[config.mk]
export PLATFORM = sky130hd
export DESIGN_NAME = pipe_skid_reg
export DESIGN_NICKNAME = d
export VERILOG_FILES = /design/src/rtl/pipe_skid_reg.sv
export SDC_FILE = /design/constraint.sdc
export NUM_CORES = 1
export LEC_CHECK = 0
export ABC_AREA = 0
export CORE_UTILIZATION = 50
export DETAILED_ROUTE_END_ITERATION = 6
export PLACE_DENSITY_LB_ADDON = 0.15
export SLEW_MARGIN = 40
export SYNTH_ARGS = -nofsm -noshare
export SYNTH_HDL_FRONTEND = slang
export SYNTH_SLANG_ARGS = --single-unit
[constraint.sdc]
create_clock -name clk_i -period 1.8 [get_ports clk_i]
set_input_delay 0.18 -clock clk_i [delete_from_list [all_inputs] [get_ports clk_i]]
set_output_delay 0.18 -clock clk_i [all_outputs]
set_load 0.05 [all_outputs]
[src/rtl/pipe_skid_reg.sv]
// Single pipeline stage with a valid/ready handshake on both sides.
// SKID=1 gives a two-entry skid buffer whose in_ready_o comes straight from a flop; SKID=0 gives one entry with pass-through ready.
module pipe_skid_reg #(
    parameter int unsigned      WIDTH     = 32,
    parameter logic [WIDTH-1:0] NOP_VALUE = WIDTH'(32'h00000013),
    parameter bit               SKID      = 1'b1
) (
    input  logic             clk_i,
    input  logic             rst,
    input  logic             flush_i,
    input  logic             in_valid_i,
    input  logic [WIDTH-1:0] in_data_i,
    output logic             in_ready_o,
    output logic             out_valid_o,
    output logic [WIDTH-1:0] out_data_o,
    input  logic             out_ready_i,
    output logic [1:0]       occupancy_o
);

    typedef enum logic [1:0] {
        ST_EMPTY = 2'd0,
        ST_ONE   = 2'd1,
        ST_TWO   = 2'd2
    } state_e;

    state_e           r_state;
    state_e           w_state_nxt;
    logic [WIDTH-1:0] r_main;
    logic [WIDTH-1:0] w_main_nxt;
    logic [WIDTH-1:0] r_skid;
    logic [WIDTH-1:0] w_skid_nxt;
    logic             r_valid;
    logic             w_valid_nxt;
    logic             r_in_ready;
    logic             w_in_ready_nxt;
    logic [1:0]       r_occ;
    logic [1:0]       w_occ_nxt;
    logic             w_push;
    logic             w_pop;

    assign in_ready_o  = SKID ? r_in_ready : (~r_valid | out_ready_i);
    assign out_valid_o = r_valid;
    assign out_data_o  = r_main;
    assign occupancy_o = r_occ;

    assign w_push = in_valid_i & in_ready_o;
    assign w_pop  = r_valid & out_ready_i;

    // State and datapath registers; an empty slot always holds NOP_VALUE.
    always_ff @(posedge clk_i) begin
        if (rst) begin
            r_state    <= ST_EMPTY;
            r_main     <= NOP_VALUE;
            r_skid     <= NOP_VALUE;
            r_valid    <= 1'b0;
            r_in_ready <= 1'b1;
            r_occ      <= 2'd0;
        end else begin
            r_state    <= w_state_nxt;
            r_main     <= w_main_nxt;
            r_skid     <= w_skid_nxt;
            r_valid    <= w_valid_nxt;
            r_in_ready <= w_in_ready_nxt;
            r_occ      <= w_occ_nxt;
        end
    end

    // Next state; flush discards everything and overrides any handshake.
    always_comb begin
        w_state_nxt    = r_state;
        w_main_nxt     = r_main;
        w_skid_nxt     = r_skid;
        w_valid_nxt    = r_valid;
        w_in_ready_nxt = r_in_ready;
        w_occ_nxt      = r_occ;

        if (flush_i) begin
            w_state_nxt = ST_EMPTY;
            w_main_nxt  = NOP_VALUE;
            w_skid_nxt  = NOP_VALUE;
        end else begin
            case (r_state)
                ST_EMPTY: begin
                    if (w_push) begin
                        w_state_nxt = ST_ONE;
                        w_main_nxt  = in_data_i;
                    end
                end
                ST_ONE: begin
                    if (w_push && w_pop) begin
                        w_main_nxt = in_data_i;
                    end else if (w_push && SKID) begin
                        w_state_nxt = ST_TWO;
                        w_skid_nxt  = in_data_i;
                    end else if (w_pop) begin
                        w_state_nxt = ST_EMPTY;
                        w_main_nxt  = NOP_VALUE;
                    end
                end
                ST_TWO: begin
                    if (w_pop) begin
                        w_state_nxt = ST_ONE;
                        w_main_nxt  = r_skid;
                        w_skid_nxt  = NOP_VALUE;
                    end
                end
                default: begin
                    w_state_nxt = ST_EMPTY;
                    w_main_nxt  = NOP_VALUE;
                    w_skid_nxt  = NOP_VALUE;
                end
            endcase
        end

        w_valid_nxt    = (w_state_nxt != ST_EMPTY);
        w_in_ready_nxt = (w_state_nxt != ST_TWO);
        case (w_state_nxt)
            ST_ONE:  w_occ_nxt = 2'd1;
            ST_TWO:  w_occ_nxt = 2'd2;
            default: w_occ_nxt = 2'd0;
        endcase
    end

endmodule

# Word level (Yosys, flattened, before mapping)
# Cells that the tools add are included.
# word_totals
regBits	70
input_bits	37
out_inout_bits	36
wordCells	42
# op_classes
eq_ne	11
muxes	16
n_bitwise	3
reduce_logical	6
# op_table
op	count
2-to-1 mux 32 bit	6
case mux 32 bit (3 select lines)	2
2-to-1 mux 2 bit	6
inequality test 2 bit (second input constant)	5
AND reduction 4 bit	2
inequality test 3 bit (second input constant)	2
case mux 2 bit (3 select lines)	1
equality test 2 x 1 -> 1 bit (second input constant)	2
equality test 2 bit (second input constant)	2
case mux 2 bit (2 select lines)	1
AND 1 bit	2
zero test 2 bit	1
nonzero test 2 bit	1
OR reduction 2 bit	1
logical AND 1 bit	1
NOT 1 bit	1

# Longest topological paths before layout
# depth
depth_word	8
ltp_mapped	7
depth_no_buf	4

# Worst setup path after synthesis
# Ideal clock, no wire load.
# synth_timing
kind	register to register
start	register r_valid, in the netlist out_valid_o
end	register r_skid[0]
arrival_time_ns	1.580
path_slack_ns	0.100
stages_incl_launch_ff	8
period_less_slack_ns	1.700
path_cell_list	dfxtp_1 > and2_1 > buf_6 > nor2_1 > o22a_1 > buf_6 > buf_6 > mux2i_1
# synth_via
elab_chain_cells	4
# synth_rtl
item	line	text
start, declared	32	logic r_valid;
start signal, assigned	62	r_valid <= w_valid_nxt;
AND 1 bit *	47	assign w_pop = r_valid & out_ready_i;
logical AND 1 bit	90	if (w_push && w_pop) begin
inequality test 2 bit (no line)	-	
AND reduction 4 bit (no line) *	-	
end signal, assigned	61	r_skid <= w_skid_nxt;
end, declared	30	logic [WIDTH-1:0] r_skid;
# Mark *: on every way between the ends. The rest lies on a longest branch, timed or not.
# A chain may end at the register's enable or synchronous reset.

# Final worst setup path
# layout_timing
start	register r_valid, in the netlist out_valid_o
end	output port out_valid_o
# layout_lines
item	line	text
end, declared	14	output logic out_valid_o,
# No word-level cell between the ends.

==> impl_metrics.toml <==
[logic_synthesis]
yosysTopAreaCell = "sky130_fd_sc_hd__dfxtp_1"
synth_top_area_share = 0.4223
cell_types_with_the_largest_area_share_after_synthesis = "sky130_fd_sc_hd__dfxtp_1 (42%), sky130_fd_sc_hd__mux2i_1 (19%), sky130_fd_sc_hd__nor2_1 (7.5%), sky130_fd_sc_hd__nand2_1 (7.2%), sky130_fd_sc_hd__a211oi_1 (6.1%)"
most_frequent_cell_after_synthesis = "sky130_fd_sc_hd__dfxtp_1"
synth-seq-area-share = 0.4223
synthesis.nets = 426
netlist_top_cells_count = "sky130_fd_sc_hd__dfxtp_1 (70), sky130_fd_sc_hd__nor2_1 (66), sky130_fd_sc_hd__nand2_1 (64)"
ys_ff_latch = 70
syn_avg_cell_area_um2 = 8.530
synthesis.instances = 389
synth.cell_area_mm2 = 0.003318
ys_types = 31
synth_ff_type = "sky130_fd_sc_hd__dfxtp_1"
proportion_of_synthesized_flip_flops_having_asynchronous_set_or_reset = 0
synth_enable_flop_cells = 0
synth_warn = 0

[grt]
grt_pass1_wl_mm = 13.61
gr-usage-all-layers = 0.2423
first_global_vias = 2894
grt-ovfl-total = 0
number_of_antenna_violations_at_the_first_check_in_global_routing = 0
maximum_number_of_pins_on_one_net_before_global_route_repair = 35

[detailed_routing]
antenna_left = 0
avgViaCountPerCell = 5.477
wl_met3_um = 353
m1WireLength_mm = 3.667
routed-via-count = 2985
totalWireLength_mm = 8.026
met2_length_mm = 3.886
detail_route.iter0.violations = 115
routed_wire_length_per_instance_um = 14.73
first_pass_iters = 4
detail_route.drc_violations = 0
routed.top_layer = "met4"

[cts]
clkSinkCount = 70
cts_max_path_buffers = 2
cts_inserted_buffers = 9
tritoncts_clock_tree = "done"
worst_skew_pair.late_latency_ns = 0.35
cts-htree-levels = 3
clock-root-buffer = "sky130_fd_sc_hd__clkbuf_8"
clkSlewWorstSetupHoldPaths_ns = 0.08

[layout]
layout.cells.non_filler = 545
area_growth_from_synthesis_to_layout_pct = 32.69
insertedDiodeCount = 0
fillers = 503
stdcell_area_mm2 = 0.004403
finalNetCount = 500
multi_input_comb_area_mm2 = 0.001739
drive_above_1_share = 0.09402
seq_area_mm2 = 0.001403

[worst_setup_path]
worstPathArrival_ns = 1.53
r2r_end = "out_data_o[21]$_SDFFE_PP0P_"
worstSetupPathType = "flip-flop to primary output"
critPathLaunchType = "flip-flop"
timing.critical_path.cells = "clkdlybuf4s50_1"
critical_path.top_delay_family = "buffers and inverters"
critical_path_cell_count = 1
critical_path_required_ns = 1.62
endpoint_kind = "primary output"
ff2ff_setup_slack_ns = 0.19
critPathMaxFanout = 4
reg2regPathDepth = 5
crit_path_buf_inv_count = 1
critical-path-slowest-cell = "sky130_fd_sc_hd__clkdlybuf4s50_1"
worstReg2RegStart = "r_state[0]$_SDFF_PP0_"
max_stage_delay_ns = 0.82

[hold_path]
hp-class = "primary input to flip-flop"
hold-path-endpoint = "r_skid[30]$_SDFFE_PP0P_"
worst_hold_startpoint = "in_data_i[30]"
hold_depth = 3

[timing]
layout_worst_path_cycle_share = 0.9526
final-hold-violation-count = 0
max_slew.worst_pin.slew_ns = 0.5307
final-setup-viol-count = 0
final.hold.worst_slack_ns = 0.4390
slew_violations = 0
timing.max_slew.rel_slack = 0.6451
finalSetupTns_ns = 0
rsz0062_at_grt = "false"
period_needed_ns = 1.715
clock_skew_ns = 0.01043
max_freq_mhz = 583.2

[placement]
detailed_place.area_mm2 = 0.004212
finalWeightedCongestion = 0.7779
dp_hpwl_mm = 5.332
placed_cells_incl_taps = 529
port_buffers = 72

[floorplan]
chipHeight_um = 83.47
num_rows = 29
start_util = 0.5196
fp.dieArea_mm2 = 0.006966
boundaryPins = 73
coreArea_mm2 = 0.006386
die_w_um = 83.47

[run_status]
status = "completed"

[power_and_ir_drop]
leakage_power_summed_over_all_cells_nw = 1.520
p_total_mw = 3.572
worst_ir_drop_vdd_v = 0.0005251
power_density_mw_per_mm2 = 811.3

[flow_run]
cap_violations = 0
==> through the flow <==
stage | util | setup slack [ns]
detailed placement | 0.6595 | 0.01536
global placement | 0.6595 | 0.03904
floorplan | - | 0.1001
finish | 0.6895 | 0.08536
CTS | 0.6895 | 0.07506
global route | 0.6895 | 0.03708
==> state kept, by name (all words and copies together), names as in the netlist <==
| name | cells |
|---|---|
| r_skid | 32 |
| out_data_o | 32 |
| out_valid_o | 1 |
| r_state | 2 |
| in_ready_o | 1 |
| occupancy_o | 2 |
==> worst max-delay path by stage <==
stage,slack (ns),from,endpoint
floorplan,0.10,out_valid_o$_SDFF_PP0_,r_skid[0]$_SDFFE_PP1P_
global placement,0.04,in_valid_i,out_data_o[4]$_SDFFE_PP1P_
detailed placement,0.02,in_valid_i,out_data_o[0]$_SDFFE_PP1P_
CTS,0.08,out_data_o[9]$_SDFFE_PP0P_,out_data_o[9]
global route,0.04,out_valid_o$_SDFF_PP0_,out_valid_o
finish,0.09,out_valid_o$_SDFF_PP0_,out_valid_o
==> cells by family (layout without fill, tap and decap cells) <==
kind of cell / Yosys count / after routing / share of synthesized area
buf+inv: 31 / 110 / 0.05694
compound gates: 74 / 74 / 0.1452
xor+xnor: 1 / 1 / 0.004903
flops: 70 / 70 / 0.4223
simple gates: 151 / 151 / 0.1836
mux: 62 / 62 / 0.1870
==> power by group <==
part,internal (mW),switching [mW],total [mW]
clock,0.680,0.584,1.26
sequential,1.59,0.0297,1.62
combinational,0.287,0.398,0.685
total,2.56,1.01,3.57
==> area by class of cell <==
class / count / area share
Clock buffer: 13 / 0.03382
Timing Repair Buffer: 94 / 0.2208
Sequential cell: 70 / 0.3186
Clock inverter: 3 / 0.009946
Multi-Input combinational cell: 288 / 0.3950
Tap cell: 77 / 0.02188
==> what timing repair did <==
item,CTS,global route
hold buffers,0,0
endpoints found under the setup margin,1,0
buffers inserted,0,0
resized for setup,1,0
==> layout by cell type, fill, tap and decap left out, drive strengths merged <==
cell and instances:
buf 22, nor3 6, a211oi 27, or3 1
nor4 1, bufinv 1, or2 6, nor2 67
nand2b 1, nor2b 1, dfxtp 70, o22a 1
a221oi 1, nand2 64, o21ai 29, a21oi 7
nand3 2, clkdlybuf4s50 71, clkbuf 13, and2 1
a31oi 2, dlygate4sd2 1, a211o 1, clkinv 2
xnor2 1, mux2i 62, o221a 1, nand4 1
o21a 5
==> worst min-delay path, delay by kind of cell <==
family / cells / cell delay [ns]
multiplexers: 1 / 0.05
buffers and inverters: 1 / 0.44
AND/OR/NAND/NOR: 1 / 0.07
==> routing by layer <==
layer / up-vias / global-route usage
met4: 0 / 0.1079
met1: 1414 / 0.3152
met5: - / 0
met3: 9 / 0.03759
li1: 1491 / -
met2: 71 / 0.3987
No activity file was read; power rests on OpenSTA's default activity.
